==> config.mk <==
export PLATFORM = sky130hd
export DESIGN_NAME = lsu_agu_flat
export DESIGN_NICKNAME = d
export VERILOG_FILES = /design/src/rtl/lsu_pkg.sv /design/src/rtl/lsu_agu_if.sv /design/src/rtl/lsu_align.sv /design/src/rtl/lsu_agu.sv /design/src/flat_wrapper.sv
export SDC_FILE = /design/constraint.sdc
export NUM_CORES = 1
export LEC_CHECK = 0
export BUFFER_PORTS_ARGS = -buffer_cell sky130_fd_sc_hd__clkbuf_2
export CAP_MARGIN = 30
export CORE_MARGIN = 4
export CORE_UTILIZATION = 53
export DETAILED_ROUTE_END_ITERATION = 12
export GPL_ROUTABILITY_DRIVEN = 0
export PLACE_DENSITY = 0.75
export SKIP_LAST_GASP = 1
export SLEW_MARGIN = 20
export SYNTH_ARGS = -nofsm -noshare
export SYNTH_HDL_FRONTEND = slang
export SYNTH_HIERARCHICAL = 1
export SYNTH_SLANG_ARGS = --single-unit
==> constraint.sdc <==
create_clock -name mem_clk -period 3.7 [get_ports mem_clk]
set_clock_uncertainty 0.05 [all_clocks]
set_input_delay 0.37 -clock mem_clk [delete_from_list [all_inputs] [get_ports mem_clk]]
set_output_delay 0.37 -clock mem_clk [all_outputs]
set_load 0.005 [all_outputs]
==> src/rtl/lsu_pkg.sv <==
// Shared encodings, size masks and FSM states for the load/store AGU.
package lsu_pkg;

   localparam int LSU_DW = 32;

   // funct3 size/sign encodings for loads and stores
   localparam logic [2:0] LSU_B  = 3'b000;
   localparam logic [2:0] LSU_H  = 3'b001;
   localparam logic [2:0] LSU_W  = 3'b010;
   localparam logic [2:0] LSU_BU = 3'b100;
   localparam logic [2:0] LSU_HU = 3'b101;

   // Byte strobe masks for an access at byte offset 0
   localparam logic [3:0] MASK_B = 4'b0001;
   localparam logic [3:0] MASK_H = 4'b0011;
   localparam logic [3:0] MASK_W = 4'b1111;

   typedef enum logic {
      LSU_IDLE   = 1'b0,
      LSU_SPLIT2 = 1'b1
   } lsu_state_e;

   // Maps funct3[1:0] to an unshifted strobe mask; 11 has no legal size
   function automatic logic [3:0] size_mask(input logic [1:0] size);
      case (size)
         2'b00:   size_mask = MASK_B;
         2'b01:   size_mask = MASK_H;
         2'b10:   size_mask = MASK_W;
         default: size_mask = 4'b0000;
      endcase
   endfunction

endpackage

==> src/rtl/lsu_agu_if.sv <==
// Execute-stage request bus and memory-side request bus of the AGU.
// Handshake: a request is taken on a rising clock edge when ex_valid=1 and
// lsu_busy=0 (lsu_busy already folds in mem_stall); while lsu_busy=1 the
// upstream stage must keep its request, unchanged, on the bus.
interface lsu_agu_if #(parameter int DATA_WIDTH = lsu_pkg::LSU_DW);
   logic                    ex_valid;
   logic                    ex_load;
   logic                    ex_store;
   logic [2:0]              ex_funct3;
   logic [DATA_WIDTH-1:0]   ex_base;
   logic [DATA_WIDTH-1:0]   ex_offset;
   logic [DATA_WIDTH-1:0]   ex_store_data;
   logic                    mem_stall;

   logic                    wr_en;
   logic                    rd_en;
   logic [DATA_WIDTH-1:0]   wr_addr;
   logic [DATA_WIDTH-1:0]   rd_addr;
   logic [DATA_WIDTH-1:0]   wr_data;
   logic [DATA_WIDTH/8-1:0] byte_en;
   logic                    sign_bit;
   logic                    lsu_busy;
   logic                    misalign_exc;
   logic [DATA_WIDTH-1:0]   misalign_addr;
   logic                    illegal_exc;

   modport master (
      output ex_valid, ex_load, ex_store, ex_funct3, ex_base, ex_offset,
             ex_store_data, mem_stall,
      input  wr_en, rd_en, wr_addr, rd_addr, wr_data, byte_en, sign_bit,
             lsu_busy, misalign_exc, misalign_addr, illegal_exc
   );

   modport slave (
      input  ex_valid, ex_load, ex_store, ex_funct3, ex_base, ex_offset,
             ex_store_data, mem_stall,
      output wr_en, rd_en, wr_addr, rd_addr, wr_data, byte_en, sign_bit,
             lsu_busy, misalign_exc, misalign_addr, illegal_exc
   );
endinterface

==> src/rtl/lsu_align.sv <==
// Combinational address/alignment datapath: effective address, strobes
// spanning two words, misalignment flags and both lane-shifted store words.
module lsu_align
   import lsu_pkg::*;
#(
   parameter int DATA_WIDTH = LSU_DW
) (
   input  logic [DATA_WIDTH-1:0] base,
   input  logic [DATA_WIDTH-1:0] offset,
   input  logic [DATA_WIDTH-1:0] store_data,
   input  logic [1:0]            size,
   output logic [DATA_WIDTH-1:0] ea,
   output logic [DATA_WIDTH-1:0] word_addr,
   output logic [DATA_WIDTH-1:0] next_addr,
   output logic [DATA_WIDTH-1:0] data_lo,
   output logic [DATA_WIDTH-1:0] data_hi,
   output logic [7:0]            m8,
   output logic                  load_misalign,
   output logic                  cross_word
);

   logic [1:0] off;
   logic [3:0] mask;
   logic [5:0] hi_shift;

   // Address sum, strobe window over two words and the split data lanes
   always_comb begin
      ea        = base + offset;
      off       = ea[1:0];
      word_addr = {ea[DATA_WIDTH-1:2], 2'b00};
      next_addr = word_addr + DATA_WIDTH'(4);   // wraps at the top of memory
      mask      = size_mask(size);
      m8        = {4'b0000, mask} << off;
      cross_word = |m8[7:4];
      // Loads never split: halfwords need even, words need 4-byte alignment
      load_misalign = ((size == 2'b01) && off[0]) ||
                      ((size == 2'b10) && (off != 2'b00));
      data_lo  = store_data << {off, 3'b000};
      hi_shift = 6'd32 - {1'b0, off, 3'b000};
      data_hi  = store_data >> hi_shift;
   end

endmodule

==> src/rtl/lsu_agu.sv <==
// Load/store address generation stage: registers one memory request per
// accepted op, splits word-crossing stores into two writes and raises
// misaligned-load / illegal-encoding exception pulses.
module lsu_agu
   import lsu_pkg::*;
#(
   parameter int DATA_WIDTH = LSU_DW
) (
   input  logic       mem_clk,
   input  logic       mem_rst,
   lsu_agu_if.slave   bus,
   output lsu_state_e dbg_state
);

   localparam int BE_W = DATA_WIDTH / 8;

   lsu_state_e state_q, state_d;

   logic [DATA_WIDTH-1:0] ea, word_addr, next_addr, data_lo, data_hi;
   logic [7:0]            m8;
   logic                  load_misalign, cross_word;
   logic                  accept, illegal;

   logic                  wr_en_q, rd_en_q, sign_bit_q, misalign_q, illegal_q;
   logic [DATA_WIDTH-1:0] wr_addr_q, rd_addr_q, wr_data_q, misalign_addr_q;
   logic [BE_W-1:0]       byte_en_q;

   // Second half of a split store, captured when the store is accepted
   logic [DATA_WIDTH-1:0] hi_addr_q, hi_data_q;
   logic [BE_W-1:0]       hi_be_q;

   lsu_align #(.DATA_WIDTH(DATA_WIDTH)) u_align (
      .base          (bus.ex_base),
      .offset        (bus.ex_offset),
      .store_data    (bus.ex_store_data),
      .size          (bus.ex_funct3[1:0]),
      .ea            (ea),
      .word_addr     (word_addr),
      .next_addr     (next_addr),
      .data_lo       (data_lo),
      .data_hi       (data_hi),
      .m8            (m8),
      .load_misalign (load_misalign),
      .cross_word    (cross_word)
   );

   assign bus.lsu_busy = (state_q == LSU_SPLIT2) | bus.mem_stall;
   assign accept       = bus.ex_valid & ~bus.lsu_busy;

   // Encodings that must not reach memory
   assign illegal = (bus.ex_load == bus.ex_store) ||
                    (bus.ex_load && ((bus.ex_funct3 == 3'b011) ||
                                     (bus.ex_funct3 == 3'b110) ||
                                     (bus.ex_funct3 == 3'b111))) ||
                    (bus.ex_store && bus.ex_funct3[2]);

   // FSM state register
   always_ff @(posedge mem_clk or negedge mem_rst) begin
      if (!mem_rst) state_q <= LSU_IDLE;
      else          state_q <= state_d;
   end

   // Next state: enter SPLIT2 on a word-crossing store, leave once unstalled
   always_comb begin
      state_d = state_q;
      case (state_q)
         LSU_IDLE:
            if (accept && !illegal && bus.ex_store && cross_word)
               state_d = LSU_SPLIT2;
         LSU_SPLIT2:
            if (!bus.mem_stall) state_d = LSU_IDLE;
         default: state_d = LSU_IDLE;
      endcase
   end

   // Output registers: pulses default low, addresses/data hold unless loaded
   always_ff @(posedge mem_clk or negedge mem_rst) begin
      if (!mem_rst) begin
         wr_en_q         <= 1'b0;
         rd_en_q         <= 1'b0;
         sign_bit_q      <= 1'b0;
         misalign_q      <= 1'b0;
         illegal_q       <= 1'b0;
         wr_addr_q       <= '0;
         rd_addr_q       <= '0;
         wr_data_q       <= '0;
         misalign_addr_q <= '0;
         byte_en_q       <= '0;
         hi_addr_q       <= '0;
         hi_data_q       <= '0;
         hi_be_q         <= '0;
      end else if (!bus.mem_stall) begin
         wr_en_q    <= 1'b0;
         rd_en_q    <= 1'b0;
         misalign_q <= 1'b0;
         illegal_q  <= 1'b0;
         if (state_q == LSU_SPLIT2) begin
            wr_en_q    <= 1'b1;
            wr_addr_q  <= hi_addr_q;
            byte_en_q  <= hi_be_q;
            wr_data_q  <= hi_data_q;
            sign_bit_q <= 1'b0;
         end else if (accept) begin
            if (illegal) begin
               illegal_q <= 1'b1;
            end else if (bus.ex_load) begin
               if (load_misalign) begin
                  misalign_q      <= 1'b1;
                  misalign_addr_q <= ea;
               end else begin
                  rd_en_q    <= 1'b1;
                  rd_addr_q  <= word_addr;
                  byte_en_q  <= m8[3:0];
                  sign_bit_q <= ~bus.ex_funct3[2];
               end
            end else begin
               wr_en_q    <= 1'b1;
               wr_addr_q  <= word_addr;
               byte_en_q  <= m8[3:0];
               wr_data_q  <= data_lo;
               sign_bit_q <= 1'b0;
               hi_addr_q  <= next_addr;
               hi_be_q    <= m8[7:4];
               hi_data_q  <= data_hi;
            end
         end
      end
   end

   assign bus.wr_en         = wr_en_q;
   assign bus.rd_en         = rd_en_q;
   assign bus.wr_addr       = wr_addr_q;
   assign bus.rd_addr       = rd_addr_q;
   assign bus.wr_data       = wr_data_q;
   assign bus.byte_en       = byte_en_q;
   assign bus.sign_bit      = sign_bit_q;
   assign bus.misalign_exc  = misalign_q;
   assign bus.misalign_addr = misalign_addr_q;
   assign bus.illegal_exc   = illegal_q;
   assign dbg_state         = state_q;

endmodule

==> src/flat_wrapper.sv <==
// flat-port wrapper written by rule: the top's interface ports become plain ports
module lsu_agu_flat import lsu_pkg::*;
#(
   parameter int DATA_WIDTH = LSU_DW
)
  (mem_clk, mem_rst, dbg_state, bus_ex_valid, bus_ex_load, bus_ex_store, bus_ex_funct3, bus_ex_base, bus_ex_offset, bus_ex_store_data, bus_mem_stall, bus_wr_en, bus_rd_en, bus_wr_addr, bus_rd_addr, bus_wr_data, bus_byte_en, bus_sign_bit, bus_lsu_busy, bus_misalign_exc, bus_misalign_addr, bus_illegal_exc);
  lsu_agu_if #(.DATA_WIDTH(DATA_WIDTH)) bus_i ();
  input  logic mem_clk;
  input  logic mem_rst;
  output lsu_state_e dbg_state;
  input wire logic [$bits(bus_i.ex_valid)-1:0] bus_ex_valid;
  input wire logic [$bits(bus_i.ex_load)-1:0] bus_ex_load;
  input wire logic [$bits(bus_i.ex_store)-1:0] bus_ex_store;
  input wire logic [$bits(bus_i.ex_funct3)-1:0] bus_ex_funct3;
  input wire logic [$bits(bus_i.ex_base)-1:0] bus_ex_base;
  input wire logic [$bits(bus_i.ex_offset)-1:0] bus_ex_offset;
  input wire logic [$bits(bus_i.ex_store_data)-1:0] bus_ex_store_data;
  input wire logic [$bits(bus_i.mem_stall)-1:0] bus_mem_stall;
  output wire logic [$bits(bus_i.wr_en)-1:0] bus_wr_en;
  output wire logic [$bits(bus_i.rd_en)-1:0] bus_rd_en;
  output wire logic [$bits(bus_i.wr_addr)-1:0] bus_wr_addr;
  output wire logic [$bits(bus_i.rd_addr)-1:0] bus_rd_addr;
  output wire logic [$bits(bus_i.wr_data)-1:0] bus_wr_data;
  output wire logic [$bits(bus_i.byte_en)-1:0] bus_byte_en;
  output wire logic [$bits(bus_i.sign_bit)-1:0] bus_sign_bit;
  output wire logic [$bits(bus_i.lsu_busy)-1:0] bus_lsu_busy;
  output wire logic [$bits(bus_i.misalign_exc)-1:0] bus_misalign_exc;
  output wire logic [$bits(bus_i.misalign_addr)-1:0] bus_misalign_addr;
  output wire logic [$bits(bus_i.illegal_exc)-1:0] bus_illegal_exc;
  assign bus_i.ex_valid = bus_ex_valid;
  assign bus_i.ex_load = bus_ex_load;
  assign bus_i.ex_store = bus_ex_store;
  assign bus_i.ex_funct3 = bus_ex_funct3;
  assign bus_i.ex_base = bus_ex_base;
  assign bus_i.ex_offset = bus_ex_offset;
  assign bus_i.ex_store_data = bus_ex_store_data;
  assign bus_i.mem_stall = bus_mem_stall;
  assign bus_wr_en = bus_i.wr_en;
  assign bus_rd_en = bus_i.rd_en;
  assign bus_wr_addr = bus_i.wr_addr;
  assign bus_rd_addr = bus_i.rd_addr;
  assign bus_wr_data = bus_i.wr_data;
  assign bus_byte_en = bus_i.byte_en;
  assign bus_sign_bit = bus_i.sign_bit;
  assign bus_lsu_busy = bus_i.lsu_busy;
  assign bus_misalign_exc = bus_i.misalign_exc;
  assign bus_misalign_addr = bus_i.misalign_addr;
  assign bus_illegal_exc = bus_i.illegal_exc;
  lsu_agu #(.DATA_WIDTH(DATA_WIDTH)) u_core (.mem_clk(mem_clk), .mem_rst(mem_rst), .bus(bus_i), .dbg_state(dbg_state));
endmodule
==> metrics.md, run 1 <==
| Metric | Value |
|---|---|
| Headroom to the max-slew limit | 32.6% |
| Synthesis Warnings | 6 |
| Number of buffer cells added on primary ports | 243 |
| Worst skew pair latency | 500 ps |
| NumNets Final | 1640 |
| Hold violation count in the final report | 0 |
| Worst slack at placement | -114 ps |
| Data required time at the worst endpoint | 4030 ps |
| Peak VDD IR | 0.000332 V |
| Effective utilization at floorplan | 53.6% |
| Highest Signal Layer | met4 |
| Detailed Route WL | 36000 um |
| Minimum hold slack | 197 ps |
| Max Transition Viols Final | 0 |
| Number of antenna violations at the first check in global routing | 1 |
| Fraction of layout cells with a size suffix above 1 | 33.8% |
| Total via count in the routed design | 10800 |
| Routed metal-1 wire length | 15000 um |
| Yosys top cell area share | 41.1% |
| Most used flip-flop cell after synthesis | dfrtp_1 |
| Setup crit start kind | primary input |
| Share of synthesized registers carrying an async set or reset | 100% |
| Minimum setup slack in the final design | 397 ps |
| Total of fill cells in the finished design | 1971 |
| Std-Cell Core Area | 23400 um^2 |
| Via-to-Cell Ratio | 5.91 |
| Unique cell type count in the Yosys netlist | 83 |
| CTS sink count | 206 |
| Number of max-capacitance violations reported | 0 |
| DR DRC count | 0 |
| Commonest cells in the synthesized netlist | dfrtp_1, mux2_2, a21oi_1 |
| Met3 WL post-DR | 2730 um |
| Total routing resource utilization after global routing | 26.9% |
| Vias in the first global route | 10700 |
| Category of the critical setup timing path | primary input to flip-flop |
| Cells taking the most area after synthesis | dfrtp_1, mux2_2, a21oi_1, nor2_1, ha_1 |
| Maximum number of pins on one net before global-route repair | 121 |
| Worst-path fanout max | 4 |
| Number of cells after detailed placement | 1791 |
| Tightest Hold Check Type | primary input to flip-flop |
| Bufs on Longest Clock Path | 3 |
| Resized Gates After CTS | 0 |
| Multiplexer share of the synthesized area | 14.2% |
| RSZ-0062 raised after global routing | false |
| Adder-Cell Fraction of Synth Area | 3.75% |
| Leftover overflow at the end of global routing | 0 |
| Post-route clock period utilization | 89.3% |
| Library cell with the largest summed area after synthesis | dfrtp_1 |
| Sequential-to-total area share from yosys stat | 41.1% |
| Post-Syn Instances | 1283 |
| Number of H-tree levels | 1 |
| Antenna Violating Nets Remaining | 0 |
| Total negative slack for setup checks | 0 ps |
| Actual transition at the worst max-transition pin | 1010 ps |
| Die extent in y | 162 um |
| Run status | finished clean |
| Count of final setup violators | 0 |
| Type of destination of the critical path | flip-flop |
| Mapped Area | 12500 um^2 |
| Detailed placer's ending HPWL | 25200 um |
| Growth of design area from synthesis to finish | 18.2% |
| Clock tree from TritonCTS | done |
| Horiz. Die Dim | 162 um |
| CTS buffer count | 23 |
| First-pass GRT wire length | 57600 um |
| Post-synthesis xor/xnor area fraction | 3.72% |
| Clock period minus worst slack | 3300 ps |
| Final standard cell count with taps included and fillers excluded | 1831 |
| LEAKAGE | 0.00693 uW |
| Signal arrival time at the worst endpoint | 3640 ps |
| Clk root buf | clkbuf_16 |
| Die footprint | 26200 um^2 |
| Routed len/inst | 19.7 um |
| Simple-Gate Fraction of Synth Area | 16.5% |
| Number of design-rule violations left by the first detailed-router iteration | 1085 |
| Clock slew seen by the registers of the worst setup and hold paths | 60 ps |
| Number of synthesized register bits | 206 |
| Combinational family with the most area after synthesis | simple AND/OR/NAND/NOR gates |
| Total power density per cell area | 569 nW/um^2 |
| Wire length on met2 | 17500 um |
| Max Clk Rate | 0.303 GHz |
| Share of the core filled with cells | 63.3% |
| Detailed Routing Iterations Pass 1 | 7 |
| Count of flip-flops with a built-in enable after synthesis | 0 |
| Number of ports placed on the die boundary | 244 |
| Most repeated cell in the gate-level netlist after synthesis | dfrtp_1 |
| Compound-gate portion of the synthesized area | 15.0% |
| Row count | 56 |
| Mean instance size in the synthesized netlist | 9.77 um^2 |
| Diode insertion count for antenna repair | 0 |
==> cell usage in the layout (no fill, tap or decap), types with 10 or more instances in the layout <==
cell       synthesis  layout
a21oi_1          130     129
a211oi_1          30      30
mux2_2           141     141
ha_1              36      35
buf_4             43      49
nor3_1            11      11
clkbuf_2           0     242
xor2_1            16      16
dfrtp_1          206     205
o21ai_0           90      90
nand4_1           16      16
or3_1             70      70
inv_1             25      24
nor2b_1           28      28
nor2_1           125     125
xnor2_1           28      28
clkbuf_16          0      23
nand3_1           12      11
mux2i_1           18      18
o21ai_1           10      10
nand2_1           49      49
and2_1            21      21
==> logic make-up after synthesis <==
logic type	count (synthesis)
and+or+nand+nor	380
AOI/OAI and AO/OA	314
DFF	206
muxes	160
buffers and inverters	136
xor gates and xnor gates	49
adders and majority gates	37
other	1
==> through the flow <==
stage | power [uW] | cell area [um^2]
floorplan | 4930 | 12500
global placement | 6010 | 14000
detailed placement | 6110 | 14000
CTS | 8470 | 14800
global route | 8910 | 14800
finish | 8420 | 14800
==> layout make-up <==
| type | count | area [um^2] | share of cell area (%) |
|---|---|---|---|
| Tap cell | 319 | 399 | 2.69 |
| Clock inverter | 3 | 67.6 | 0.456 |
| Clock buffer | 36 | 704 | 4.76 |
| Inverter | 26 | 97.6 | 0.659 |
| Multi-Input combinational cell | 945 | 6730 | 45.4 |
| Sequential cell | 206 | 5160 | 34.8 |
| Timing Repair Buffer | 296 | 1660 | 11.2 |
==> critical path, cell delays in order <==
cell	delay, ps
clkbuf_2	80
ha_2	190
fa_1	410
a211oi_2	380
o211ai_1	160
a21oi_2	310
xnor2_2	160
nand3b_1	130
nand4bb_4	290
or4_4	570
nor4_2	210
xor2_1	100
mux2_2	270
==> path summary, 6_finish.rpt <==
kind / slack (ps) / end / cells after the start / start
max in group asynchronous: 2060 / u_core/bus.rd_addr[11]$_DFFE_PN0P_ / 3 / mem_rst
worst max register to register: 1420 / u_core/hi_addr_q[7]$_DFFE_PN0P_ / 4 / u_core/dbg_state$_DFF_PN0_
worst min register to register: 440 / u_core/bus.rd_en$_DFFE_PN0N_ / 2 / u_core/bus.rd_en$_DFFE_PN0N_
worst max-delay path: 400 / u_core/hi_addr_q[30]$_DFFE_PN0P_ / 13 / bus_ex_offset[0]
worst min-delay path: 200 / u_core/bus.rd_en$_DFFE_PN0N_ / 3 / bus_mem_stall
min in group asynchronous: 500 / u_core/bus.rd_addr[0]$_DFFE_PN0P_ / 2 / mem_rst
==> state kept, by name, summed over array words and instances (netlist names) <==
name                      cells
u_core/hi_data_q             32
u_core/hi_be_q                4
u_core/hi_addr_q             32
u_core/bus.wr_addr           32
u_core/dbg_state              1
u_core/bus.wr_en              1
u_core/bus.misalign_exc       1
u_core/bus.wr_data           32
u_core/bus.sign_bit           1
u_core/bus.byte_en            4
u_core/bus.rd_addr           32
u_core/bus.misalign_addr     32
u_core/bus.rd_en              1
u_core/bus.illegal_exc        1
==> per-layer routing <==
layer	GRT usage, %	up-vias
met1	36.2	5254
met3	3.76	81
li1	-	4971
met2	46.3	514
met4	6.96	0
met5	0	-
==> power breakdown <==
group          switching (uW)  internal, uW  total, uW  leakage, uW
combinational            1400          1300       2700      0.00402
clock                     904          1440       2340     0.000375
sequential                402          2980       3380      0.00253
==> repair_timing <==
action / CTS / global route
setup buffers: 0 / 0
hold endpoints to repair: 118 / 0
hold buffers: 1 / 0
Note: power is estimated with default switching activity, not from simulation.
==> run 2: changes to the inputs <==
Settings changed: CORE_UTILIZATION 53 to 40, PLACE_DENSITY 0.75 to 0.59.
==> run 2 against run 1 <==
  * Utilization decreased by 14 points
  * Sequential cell count unchanged
  * Largest power group unchanged
  * Via count decreased by 2.1%
  * Sequential power about the same
  * Power increased by 0.22%
  * Clock power about the same
  * Die area increased by 31%
==> metrics.md, run 2 (same netlist as run 1, synthesis figures left out) <==
| Metric | Value |
|---|---|
| Count of final setup violators | 0 (unchanged) |
| Routed len/inst | 19.6 um (-0.30%) |
| Total via count in the routed design | 10600 (-2.1%) |
| Total net switching power | 2760 uW (+1.9%) |
| Signal arrival time at the worst endpoint | 3530 ps (-110 ps) |
| Category of the critical setup timing path | primary input to flip-flop |
| Number of ports placed on the die boundary | 244 (unchanged) |
| Internal power component | 5680 uW (-0.58%) |
| Headroom to the max-slew limit | 38.4% (+5.7 points) |
| Peak VDD IR | 0.000311 V (-6.4%) |
| Clock tree from TritonCTS | done |
| Max Clk Rate | 0.315 GHz (+3.9%) |
| Resized Gates After CTS | 0 (unchanged) |
| Clock slew seen by the registers of the worst setup and hold paths | 60 ps (about the same) |
| Type of destination of the critical path | flip-flop |
| Setup repair bufs after CTS | 0 (unchanged) |
| DR DRC count | 0 (unchanged) |
| Diode insertion count for antenna repair | 0 (unchanged) |
| Combinational group share of total power | 32.4% (+0.3 points) |
| Detailed placer's ending HPWL | 27200 um (+7.8%) |
| Detailed Routing Iterations Pass 1 | 5 (-2) |
| Maximum number of pins on one net before global-route repair | 112 (-7.4%) |
| Max Transition Viols Final | 0 (unchanged) |
| Effective utilization at floorplan | 40.8% (-13 points) |
| Tightest Hold Check Type | primary input to flip-flop |
| LEAKAGE | 0.00699 uW (+0.93%) |
| Bufs on Longest Clock Path | 3 (unchanged) |
| CTS buffer count | 25 (+8.7%) |
| Number of H-tree levels | 1 (unchanged) |
| Run status | finished clean |
| Worst-path fanout max | 4 (unchanged) |
| Actual transition at the worst max-transition pin | 921 ps (-89.3 ps) |
| RSZ-0062 raised after global routing | false |
| Die footprint | 34200 um^2 (+31%) |
| Clk root buf | clkbuf_16 |
| Number of max-capacitance violations reported | 0 (unchanged) |
| Number of buffer cells added on primary ports | 243 (unchanged) |
| Hold violation count in the final report | 0 (unchanged) |
| Horiz. Die Dim | 185 um (+14%) |
| Total routing resource utilization after global routing | 21.6% (-5.4 points) |
| Hold-fix buffers at CTS | 1 (unchanged) |
| Minimum hold slack | 190 ps (-6.85 ps) |
| Leftover overflow at the end of global routing | 0 (unchanged) |
| Most common cell after layout, fill and taps aside | clkbuf_2 |
| NumNets Final | 1655 (+0.91%) |
| CTS sink count | 206 (unchanged) |
| First-pass GRT wire length | 59300 um (+3.1%) |
| Data required time at the worst endpoint | 4050 ps (+20 ps) |
| Total of fill cells in the finished design | 2950 (+50%) |
| Post-route clock period utilization | 85.9% (-3.3 points) |
| Clock period minus worst slack | 3180 ps (-123 ps) |
| Row count | 64 (+14%) |
| Share of the core filled with cells | 48.8% (-14 points) |
| Reg power frac | 39.9% (-0.2 points) |
| Number of design-rule violations left by the first detailed-router iteration | 674 (-38%) |
| Setup crit start kind | primary input |
| Detailed Route WL | 37800 um (+4.8%) |
| Vias in the first global route | 10500 (-1.5%) |
| Total power density per cell area | 562 nW/um^2 (-1.1%) |
| Antenna Violating Nets Remaining | 0 (unchanged) |
| Die extent in y | 185 um (+14%) |
| Worst skew pair latency | 510 ps (about the same) |
| Worst reg2reg path depth | 5 (+1) |
| Part of the total power dissipated in the clock network | 27.8% (about the same) |
| Min-Delay Path Depth | 3 (unchanged) |
| Switching Fraction | 32.7% (+0.55 points) |
| Fraction of layout cells with a size suffix above 1 | 34.5% (+0.67 points) |
| Std-Cell Core Area | 30700 um^2 (+31%) |
| Highest-count cells in the layout ignoring fill and taps | clkbuf_2, dfrtp_1, mux2_2 |
| Via-to-Cell Ratio | 5.50 (-6.9%) |
| Growth of design area from synthesis to finish | 19.7% |
| Number of antenna violations at the first check in global routing | 1 (unchanged) |
## run 2: cell types whose count changed in the layout (fill, tap and decap cells not counted)
| cell | change |
|---|---|
| buf_4 | +13 |
| clkbuf_8 | -4 |
| clkinv_2 | +4 |
| clkbuf_16 | +2 |
| bufinv_16 | -1 |
| clkbuf_1 | +1 |
| clkinvlp_4 | +1 |
| inv_6 | +1 |
| nand2b_2 | +1 |
| nand2b_4 | -1 |
## run 2: final timing paths
kind,end,slack [ps],from
min in group asynchronous,u_core/bus.rd_addr[27]$_DFFE_PN0P_,430,mem_rst
setup reg to reg,u_core/bus.wr_data[16]$_DFFE_PN0P_,1320,u_core/dbg_state$_DFF_PN0_
hold / removal,u_core/bus.rd_en$_DFFE_PN0N_,190,bus_mem_stall
hold reg to reg,u_core/bus.rd_en$_DFFE_PN0N_,440,u_core/bus.rd_en$_DFFE_PN0N_
setup / recovery,u_core/hi_addr_q[30]$_DFFE_PN0P_,520,bus_ex_offset[0]
max in group asynchronous,u_core/bus.rd_addr[11]$_DFFE_PN0P_,2350,mem_rst
## run 2: stage by stage
| step | TNS, ps | instance area, um^2 | worst slack (ps) | power, uW | instances |
|---|---|---|---|---|---|
| after floorplan | 0 | 12500 | 136 | 4930 | 1287 |
| after global placement | 0 | 14200 | 50.7 | 6100 | 1881 |
| after detailed placement | -1.30 | 14200 | -1.30 | 6160 | 1881 |
| after CTS | 0 | 15000 | 543 | 8550 | 1925 |
| after global routing | 0 | 15000 | 346 | 8980 | 1925 |
| final | 0 | 15000 | 521 | 8440 | 1925 |
## run 2: per-layer routing
layer  vias to the layer above  routed length, um  track usage (%)
met4                         2                981             5.70
met3                        66               2380             3.28
li1                       5007                  -                -
met1                      5158              16800             30.0
met2                       362              17600             35.4
met5                         -                 11                0
## run 2: critical path, stage by stage
cell and delay, ps:
clkbuf_2 80, ha_2 190, fa_1 420, a211oi_2 370, o211ai_1 160, a21oi_2 150, buf_4 150, o21ai_1 90
xnor2_1 150, inv_1 120, nand4bb_4 170, or4_4 570, nor4_2 180, xor2_1 100, mux2_2 260
## run 2: layout make-up
type | instances | area [um^2] | share of cell area (%)
clock inverters | 8 | 73.8 | 0.492
flip-flops and latches | 206 | 5160 | 34.4
inverters | 26 | 97.6 | 0.650
repair buffers | 309 | 1760 | 11.7
well taps | 396 | 495 | 3.30
multi-input cells | 945 | 6720 | 44.8
clock buffers | 35 | 703 | 4.69
## run 2: power groups by stage
stage / Sequential [uW] / Clock [uW] / Combinational, uW
floorplan: 3360 / 0 / 1570
global placement: 3380 / 0 / 2720
detailed placement: 3410 / 0 / 2760
CTS: 3370 / 2410 / 2770
global route: 3450 / 2510 / 3020
finish: 3360 / 2340 / 2730
